===== src/rtl/move_selector_if.sv =====
// Game-FSM facing bundle of the move selector: turn/board inputs and the
// cursor, reject and valid/ready move handshake.
interface move_selector_if;
  logic       enable;
  logic [8:0] occupied;
  logic       move_ready;
  logic [1:0] posicaoX;
  logic [1:0] posicaoY;
  logic       move_valid;
  logic       reject;
  logic       selecting;

  modport master (
    input  enable, occupied, move_ready,
    output posicaoX, posicaoY, move_valid, reject, selecting
  );

  modport slave (
    output enable, occupied, move_ready,
    input  posicaoX, posicaoY, move_valid, reject, selecting
  );
endinterface


===== src/rtl/move_selector.sv =====
// Player-input stage for tic-tac-toe: conditions three pushbuttons, moves a
// wrap-around cursor and offers a confirmed move over a valid/ready handshake.
module move_selector #(
  parameter int DEBOUNCE_CYCLES = 4
) (
  input  logic            clock,
  input  logic            reset,
  input  logic            btn_x,
  input  logic            btn_y,
  input  logic            btn_ok,
  move_selector_if.master gameBus
);

  localparam int CW = $clog2(DEBOUNCE_CYCLES);
  localparam logic [CW-1:0] CNT_LAST = CW'(DEBOUNCE_CYCLES - 1);

  typedef enum logic [1:0] {IDLE, SELECT, OFFER} selState_t;

  logic [2:0]    rawBtn;
  logic [2:0]    syncA;
  logic [2:0]    syncB;
  logic [2:0]    deb;
  logic [2:0]    debPrev;
  logic [2:0]    press;
  logic [CW-1:0] cnt [3];

  selState_t state, stateNext;
  logic [1:0] curX, curY, xNext, yNext;
  logic       rejectQ, rejectNext;
  logic [3:0] cellIdx;

  assign rawBtn = {btn_ok, btn_y, btn_x};

  // Synchronize, debounce and edge-detect each button; runs in every state so
  // a button held across a state change never yields a second pulse.
  always_ff @(posedge clock or negedge reset) begin
    if (!reset) begin
      syncA   <= '0;
      syncB   <= '0;
      deb     <= '0;
      debPrev <= '0;
      press   <= '0;
      for (int i = 0; i < 3; i++) cnt[i] <= '0;
    end else begin
      syncA   <= rawBtn;
      syncB   <= syncA;
      debPrev <= deb;
      press   <= deb & ~debPrev;
      for (int i = 0; i < 3; i++) begin
        if (syncB[i] == deb[i]) begin
          cnt[i] <= '0;
        end else if (cnt[i] == CNT_LAST) begin
          deb[i] <= syncB[i];
          cnt[i] <= '0;
        end else begin
          cnt[i] <= cnt[i] + 1'b1;
        end
      end
    end
  end

  function automatic logic [1:0] wrapInc(input logic [1:0] v);
    return (v == 2'd2) ? 2'd0 : v + 2'd1;
  endfunction

  assign cellIdx = 4'(curY) * 4'd3 + 4'(curX);

  always_ff @(posedge clock or negedge reset) begin
    if (!reset) begin
      state   <= IDLE;
      curX    <= '0;
      curY    <= '0;
      rejectQ <= 1'b0;
    end else begin
      state   <= stateNext;
      curX    <= xNext;
      curY    <= yNext;
      rejectQ <= rejectNext;
    end
  end

  // Confirm has priority over cursor moves arriving in the same cycle.
  always_comb begin
    stateNext  = state;
    xNext      = curX;
    yNext      = curY;
    rejectNext = 1'b0;
    case (state)
      IDLE: begin
        if (gameBus.enable) stateNext = SELECT;
      end
      SELECT: begin
        if (!gameBus.enable) begin
          stateNext = IDLE;
        end else if (press[2]) begin
          if (gameBus.occupied[cellIdx]) rejectNext = 1'b1;
          else                           stateNext  = OFFER;
        end else begin
          if (press[0]) xNext = wrapInc(curX);
          if (press[1]) yNext = wrapInc(curY);
        end
      end
      OFFER: begin
        if (gameBus.move_ready) stateNext = IDLE;
      end
      default: stateNext = IDLE;
    endcase
  end

  assign gameBus.posicaoX   = curX;
  assign gameBus.posicaoY   = curY;
  assign gameBus.move_valid = (state == OFFER);
  assign gameBus.selecting  = (state == SELECT);
  assign gameBus.reject     = rejectQ;

endmodule

===== src/flat_wrapper.sv =====
// flat-port wrapper written by rule: the top's interface ports become plain ports
module move_selector_flat 
#(
  parameter int DEBOUNCE_CYCLES = 4
)
  (clock, reset, btn_x, btn_y, btn_ok, gameBus_enable, gameBus_occupied, gameBus_move_ready, gameBus_posicaoX, gameBus_posicaoY, gameBus_move_valid, gameBus_reject, gameBus_selecting);
  move_selector_if gameBus_i ();
  input  logic clock;
  input  logic reset;
  input  logic btn_x;
  input  logic btn_y;
  input  logic btn_ok;
  input wire logic [$bits(gameBus_i.enable)-1:0] gameBus_enable;
  input wire logic [$bits(gameBus_i.occupied)-1:0] gameBus_occupied;
  input wire logic [$bits(gameBus_i.move_ready)-1:0] gameBus_move_ready;
  output wire logic [$bits(gameBus_i.posicaoX)-1:0] gameBus_posicaoX;
  output wire logic [$bits(gameBus_i.posicaoY)-1:0] gameBus_posicaoY;
  output wire logic [$bits(gameBus_i.move_valid)-1:0] gameBus_move_valid;
  output wire logic [$bits(gameBus_i.reject)-1:0] gameBus_reject;
  output wire logic [$bits(gameBus_i.selecting)-1:0] gameBus_selecting;
  assign gameBus_i.enable = gameBus_enable;
  assign gameBus_i.occupied = gameBus_occupied;
  assign gameBus_i.move_ready = gameBus_move_ready;
  assign gameBus_posicaoX = gameBus_i.posicaoX;
  assign gameBus_posicaoY = gameBus_i.posicaoY;
  assign gameBus_move_valid = gameBus_i.move_valid;
  assign gameBus_reject = gameBus_i.reject;
  assign gameBus_selecting = gameBus_i.selecting;
  move_selector #(.DEBOUNCE_CYCLES(DEBOUNCE_CYCLES)) u_core (.clock(clock), .reset(reset), .btn_x(btn_x), .btn_y(btn_y), .btn_ok(btn_ok), .gameBus(gameBus_i));
endmodule

===== config.mk =====
export PLATFORM = sky130hd
export DESIGN_NAME = move_selector_flat
export DESIGN_NICKNAME = d
export VERILOG_FILES = /design/src/rtl/move_selector_if.sv /design/src/rtl/move_selector.sv /design/src/flat_wrapper.sv
export SDC_FILE = /design/constraint.sdc
export NUM_CORES = 1
export LEC_CHECK = 0
export BUFFER_PORTS_ARGS = -buffer_cell sky130_fd_sc_hd__buf_2
export CORE_ASPECT_RATIO = 1.1
export CORE_UTILIZATION = 48
export CTS_CLUSTER_DIAMETER = 150
export DETAILED_ROUTE_END_ITERATION = 8
export PLACE_DENSITY = 0.72
export SLEW_MARGIN = 25
export SYNTH_ARGS = -nofsm -noshare
export SYNTH_HDL_FRONTEND = slang
export SYNTH_SLANG_ARGS = --single-unit
export TNS_END_PERCENT = 50

===== constraint.sdc =====
create_clock -name clock -period 2.75 [get_ports clock]
set_input_delay 0.275 -clock clock [delete_from_list [all_inputs] [get_ports clock]]
set_output_delay 0.275 -clock clock [all_outputs]
set_load 0.05 [all_outputs]

# Word-level counts from Yosys, hierarchy flattened
# Cells that the tools add are included.
# totals
regBits	28
in_bits	16
output_inout_bits	7
wordCells	69
# op_classes
n_addsub	6
mul	1
n_lt_le_gt_ge	1
n_eq_ne	14
muxes	20
bitwise	6
n_reduce_logical	7
# ops
operator	count
2-bit two-way mux	13
2-bit equality test (second input constant)	6
4-bit AND reduction	3
2-bit by 1-bit adder with 2-bit output (second input constant)	5
2-bit one-hot mux with 3 select lines	1
2-bit AND reduction	3
4-bit by 5-bit < comparator with 1-bit output (second input constant)	1
1-bit two-way mux	5
4-bit by 2-bit adder with 4-bit output	1
1-bit binary-select mux with 4-bit select	1
2-bit by 2-bit multiplier with 4-bit output (second input constant)	1
2-bit != test (second input constant)	2
1-bit inverter	4
3-bit bitwise AND	1
1-bit equality test	3
3-bit by 2-bit != test with 1-bit output (second input constant)	1
3-bit != test (second input constant)	1
3-bit inverter	1
2-bit by 1-bit equality test with 1-bit output (second input constant)	1
2-bit logical NOT	1

# Logic depth before layout (Yosys ltp)
# logic_depth
word_depth	8
depth_mapped	8
ltp_nobuf	8

# Worst setup path before layout
# OpenSTA, ideal clock, no wires.
# synth_timing
kind	flip-flop to flip-flop
start	reg u_core.curY[0] (netlist: u_core.gameBus.posicaoY[0])
end	reg u_core.rejectQ (netlist: u_core.gameBus.reject)
setup_ps	73
t_arrival_ps	3080
required_ps	2677
path_slack_ps	-403
path_stages_with_launch	9
path_buffers	0
period_less_slack_ps	3153
path_cell_list	dfrtp_1 -> inv_1 -> fa_1 -> inv_1 -> ha_1 -> fa_1 -> or4b_4 -> a2111o_1 -> a21oi_2
# synth_between
elab_chain_cells	8
# synth_rtl
item	line_no	source
start: declaration	move_selector.sv:28	logic [1:0] curX, curY, xNext, yNext;
start signal: assignment	move_selector.sv:77	curY <= yNext;
2-bit by 2-bit multiplier with 4-bit output	move_selector.sv:66	assign cellIdx = 4'(curY) * 4'd3 + 4'(curX);
4-bit by 2-bit adder with 4-bit output	move_selector.sv:66	
1-bit binary-select mux with 4-bit select	move_selector.sv:96	if (gameBus.occupied[cellIdx]) rejectNext = 1'b1;
1-bit two-way mux (not written as such)	move_selector.sv:96	
1-bit two-way mux	move_selector.sv:96	
1-bit two-way mux	move_selector.sv:95	end else if (press[2]) begin
1-bit two-way mux	move_selector.sv:93	if (!gameBus.enable) begin
1-bit two-way mux	move_selector.sv:88	case (state)
via u_core.rejectNext	move_selector.sv:29	logic rejectQ, rejectNext;
end signal: assignment	move_selector.sv:78	rejectQ <= rejectNext;
end: declaration	move_selector.sv:29	
# The timed path passes the listed nets, and every way through them passes these cells. The select of a mux whose other input is x is not followed.
# A chain may end at the register's enable or synchronous reset.

# Worst setup path in the final report
# layout_timing
start	reg u_core.curY[0] (netlist: u_core.gameBus.posicaoY[0])
end	reg u_core.state[1]
# layout_between
elab_chain_cells	6
# layout_rtl
item	line_no	source
2-bit by 2-bit multiplier with 4-bit output	move_selector.sv:66	
4-bit by 2-bit adder with 4-bit output	move_selector.sv:66	
1-bit binary-select mux with 4-bit select	move_selector.sv:96	
1-bit two-way mux (not written as such)	move_selector.sv:96	
3-bit != test (no source line)	-	
4-bit AND reduction (no source line)	-	
end signal: assignment	move_selector.sv:75	state <= stateNext;
end: declaration	move_selector.sv:27	selState_t state, stateNext;
# No other way between the ends. The select of a mux whose other input is x is not followed.

==> results_tabular.tex <==
\begin{tabular}{lr}
\hline
Metric & Value \\
\hline
\multicolumn{2}{l}{\textbf{Placement}} \\
\quad Routability congestion estimate & between 0.8 and 0.9 \\
\quad Number of I/O port buffers & 22 \\
\multicolumn{2}{l}{\textbf{Timing}} \\
\quad Final hold violations & 0 \\
\quad Slew Viols, Final & 0 \\
\quad Clock Skews & $\sim$6.0 ps \\
\quad Fin crit period & 2700 ps \\
\quad Unrepaired setup endpoints after global routing & yes \\
\quad Final worst path period share & 0.984 \\
\quad Final number of setup-violating endpoints & 0 \\
\quad Transition at the pin with the smallest max-transition slack & 615 ps \\
\quad Relative max-transition margin & 0.590 \\
\quad Max frequency & approximately 370 MHz \\
\multicolumn{2}{l}{\textbf{Floorplanning}} \\
\quad Std-Cell Core Area & roughly 2300 um\^{}2 \\
\quad Std-Cell Rows & 18 \\
\quad Number of top-level pins & 23 \\
\quad DIE WIDTH & about 50 um \\
\quad Die outline area & between 2000 and 3000 um\^{}2 \\
\quad Effective utilization at floorplan & 0.525 \\
\quad Vertical die dimension & about 55 um \\
\multicolumn{2}{l}{\textbf{Synthesis}} \\
\quad Number of warnings reported in the yosys synthesis log & 0 \\
\quad Most frequently used cell type in the post-synthesis netlist & sky130\_fd\_sc\_hd\_\_dfrtp\_1 \\
\quad Fraction of registers with async set/reset & 1.00 \\
\quad Library cell with the largest summed area after synthesis & sky130\_fd\_sc\_hd\_\_dfrtp\_1 \\
\quad Dominant register cell in the synthesized netlist & sky130\_fd\_sc\_hd\_\_dfrtp\_1 \\
\quad Total of flip-flops plus latches after synthesis & 28 \\
\quad Area share of the leading cell type in the synthesized netlist & 0.570 \\
\quad Mapped cell area & roughly 1200 um\^{}2 \\
\quad Sequential share of the synthesized area & 0.570 \\
\quad Most used standard cells in the synthesized netlist & sky130\_fd\_sc\_hd\_\_dfrtp\_1 (28), sky130\_fd\_sc\_hd\_\_mux2\_2 (8), sky130\_fd\_sc\_hd\_\_nor2b\_1 (8) \\
\quad Syn\_area\_per\_cell & around 14 um\^{}2 \\
\quad Post-Syn Nets & 114 \\
\quad Number of enable flip-flop cells after synthesis & 0 \\
\quad Number of cells produced by synthesis & between 80 and 90 \\
\quad Main area contributors after synthesis & sky130\_fd\_sc\_hd\_\_dfrtp\_1 (57\%), sky130\_fd\_sc\_hd\_\_mux2\_2 (7.3\%), sky130\_fd\_sc\_hd\_\_ha\_1 (7.1\%), sky130\_fd\_sc\_hd\_\_nor2b\_1 (4.1\%), sky130\_fd\_sc\_hd\_\_fa\_1 (3.3\%) \\
\quad Number of library cell types mapped by synthesis & 24 \\
\multicolumn{2}{l}{\textbf{Clock tree}} \\
\quad Num CTS Buffers & 3 \\
\quad Total setup buffers inserted after CTS & 0 \\
\quad Clock tree from TritonCTS & done \\
\quad Clock latency on the worst-skew pair & between 300 and 400 ps \\
\quad H-tree depth & 1 \\
\quad Clock transition at the register clock pins on the worst setup and hold paths after CTS & 140 ps \\
\quad Number of buffers on the longest clock path & 2 \\
\quad Clock root buffer & sky130\_fd\_sc\_hd\_\_clkbuf\_4 \\
\quad Clock sink count & 28 \\
\multicolumn{2}{l}{\textbf{Cells and area}} \\
\quad Final-stage net count & 145 \\
\quad Layout cells sized above 1 & 0.387 \\
\quad Area of the multi-input gates & about 500 um\^{}2 \\
\quad Sequential Area & slightly above 700 um\^{}2 \\
\quad Number of filler instances in the final layout & roughly 200 \\
\quad Area Growth Syn to Fin & 19.5\% \\
\quad ANT cells & 0 \\
\quad Core occupancy in the finished layout & 0.627 \\
\multicolumn{2}{l}{\textbf{Critical path}} \\
\quad Start-to-end type of the worst setup path & reg2reg \\
\quad CP required & just under 3000 ps \\
\quad Startpoint types & flop \\
\quad Type of destination of the critical path & flop \\
\quad Data arrival time of the critical path & about 2900 ps \\
\quad Maximum net fanout on the critical path & 3 \\
\multicolumn{2}{l}{\textbf{Detailed routing}} \\
\quad Total wirelength of the detailed-routed design & 2040 um \\
\quad Vias per inst & between 5 and 6 \\
\quad Number of detailed-routing iterations run before antenna repair & 4 \\
\quad Uppermost layer routed & met3 \\
\quad \# DRC & 0 \\
\quad Total via count in the routed design & around 800 \\
\quad First DRT Iteration DRCs & 12 \\
\quad Wire length on met2 & approximately 1100 um \\
\quad WL/cell & $\sim$14 um \\
\quad Detailed-routing wirelength on met1 & around 900 um \\
\quad Routed Antenna Nets & 0 \\
\quad Wire length on met3 & approximately 80 um \\
\multicolumn{2}{l}{\textbf{Pwr}} \\
\quad Areal power density over the cells & between 1000 and 1500 nW/um\^{}2 \\
\quad Reported leakage power & approximately 0.74 nW \\
\quad Post-layout power & approximately 0.0018 W \\
\quad Peak supply drop & between 0.0006 and 0.0007 V \\
\multicolumn{2}{l}{\textbf{Worst hold path}} \\
\quad Min-delay worst type & in2reg \\
\multicolumn{2}{l}{\textbf{Run status}} \\
\quad Result of the run & finished, final reports clean \\
\multicolumn{2}{l}{\textbf{GRT}} \\
\quad Global-route wire length before repair & $\sim$3400 um \\
\quad Number of global-route vias before repair & about 790 \\
\quad Antenna violations before repair & 0 \\
\quad Total grt overflow & 0 \\
\quad Global-route total usage across every layer & 0.168 \\
\quad Largest net degree at the start of global routing & 29 \\
\multicolumn{2}{l}{\textbf{Flow run}} \\
\quad Max capacitance violation total & 0 \\
\hline
\end{tabular}
==> kinds of logic (layout without fill, tap and decap cells) <==
family	count (synthesis)	count (layout)	synth area share
flops	28	28	0.570
simple gates	24	24	0.117
fa+ha+maj	9	9	0.104
xor+xnor	3	3	0.0214
compound gates	8	8	0.0631
buf+inv	7	37	0.0214
mux	10	10	0.103
==> path summary, 6_finish.rpt <==
path                                                           to                              startpoint  cells past startpoint  slack (ps)
setup / recovery                      u_core.state[1]$_DFFE_PN0P_  u_core.gameBus.posicaoY[0]$_DFFE_PN0P_                      8          50
hold / removal                          u_core.syncA[0]$_DFF_PN0_                                   btn_x                      1          50
setup reg to reg                      u_core.state[1]$_DFFE_PN0P_  u_core.gameBus.posicaoY[0]$_DFFE_PN0P_                      8          50
hold reg to reg                         u_core.syncB[1]$_DFF_PN0_               u_core.syncA[1]$_DFF_PN0_                      0         370
max in group asynchronous  u_core.gameBus.posicaoY[1]$_DFFE_PN0P_                                   reset                      2        1830
min in group asynchronous             u_core.debPrev[1]$_DFF_PN0_                                   reset                      2         490
==> worst max-delay path, stage by stage (launching register included) <==
cell and delay [ps]:
sky130_fd_sc_hd__dfrtp_2 400, sky130_fd_sc_hd__inv_2 50, sky130_fd_sc_hd__fa_1 530, sky130_fd_sc_hd__inv_1 40, sky130_fd_sc_hd__ha_2 170, sky130_fd_sc_hd__fa_1 450
sky130_fd_sc_hd__or4b_4 510, sky130_fd_sc_hd__a41o_1 260, sky130_fd_sc_hd__a31o_1 190
==> through the flow <==
step           instances  worst slack (ps)  hold WS (ps)  TNS (ps)  cell area (um^2)
6_report             149              45.1          51.2         0              1470
5_1_grt              149             -55.0          26.1     -92.7              1470
4_1_cts              149              10.5          36.2         0              1470
3_5_place_dp         144              16.9           316         0              1400
3_3_place_gp         144              70.1           311         0              1400
2_1_floorplan         89              -170         -20.6      -392              1230
==> registers in the layout, indices dropped and copies added, names as in the netlist <==
name / count
u_core.cnt: 6
u_core.deb: 3
u_core.debPrev: 3
u_core.gameBus.posicaoX: 2
u_core.gameBus.posicaoY: 2
u_core.gameBus.reject: 1
u_core.press: 3
u_core.state: 2
u_core.syncA: 3
u_core.syncB: 3
==> cell type report <==
class | instances | share of cell area
repair buffers | 26 | 0.0972
clock inverters | 1 | 0.0205
flip-flops and latches | 28 | 0.480
multi-input cells | 54 | 0.344
well taps | 30 | 0.0256
clock buffers | 3 | 0.0153
inverters | 7 | 0.0179
==> repair_timing <==
| action | CTS | global route |
|---|---|---|
| endpoints found under the setup margin | 1 | 2 |
| hold buffers | 1 | 0 |
| pin swaps | 1 | 1 |
| endpoints found under the hold margin | 28 | 0 |
| gates resized for setup | 0 | 1 |
==> routing by layer <==
metal | GRT usage | vias up
li1 | - | 367
met1 | 0.193 | 396
met2 | 0.318 | 20
met3 | 0.0355 | 0
met4 | 0.0476 | 0
met5 | 0 | -
==> placed cells by master, fill, tap and decap left out, drive strengths merged <==
master | synthesis | routed
mux4 | 1 | 1
buf | 0 | 25
a31oi | 1 | 1
inv | 7 | 7
fa | 2 | 2
a21oi | 1 | 1
clkbuf | 0 | 3
bufinv | 0 | 1
nand2 | 4 | 4
or4b | 1 | 1
a21o | 1 | 1
nor2b | 8 | 8
ha | 7 | 7
nor3b | 1 | 1
dfrtp | 28 | 28
mux2 | 8 | 8
dlygate4sd3 | 0 | 1
nor3 | 4 | 4
a31o | 1 | 1
nor2 | 3 | 3
and3b | 1 | 1
a221oi | 1 | 1
xnor2 | 3 | 3
or2b | 1 | 1
a41o | 2 | 2
nor4bb | 1 | 1
a2111o | 1 | 1
mux2i | 1 | 1
==> where the power goes <==
part | internal, W | total, W | leakage [nW] | switching (W)
registers | 0.000560 | 0.000662 | 0.345 | 0.000102
clock network | 0.000147 | 0.000259 | 0.0279 | 0.000112
logic | 0.000385 | 0.000895 | 0.363 | 0.000509
Power figures use the tool's default switching activity.
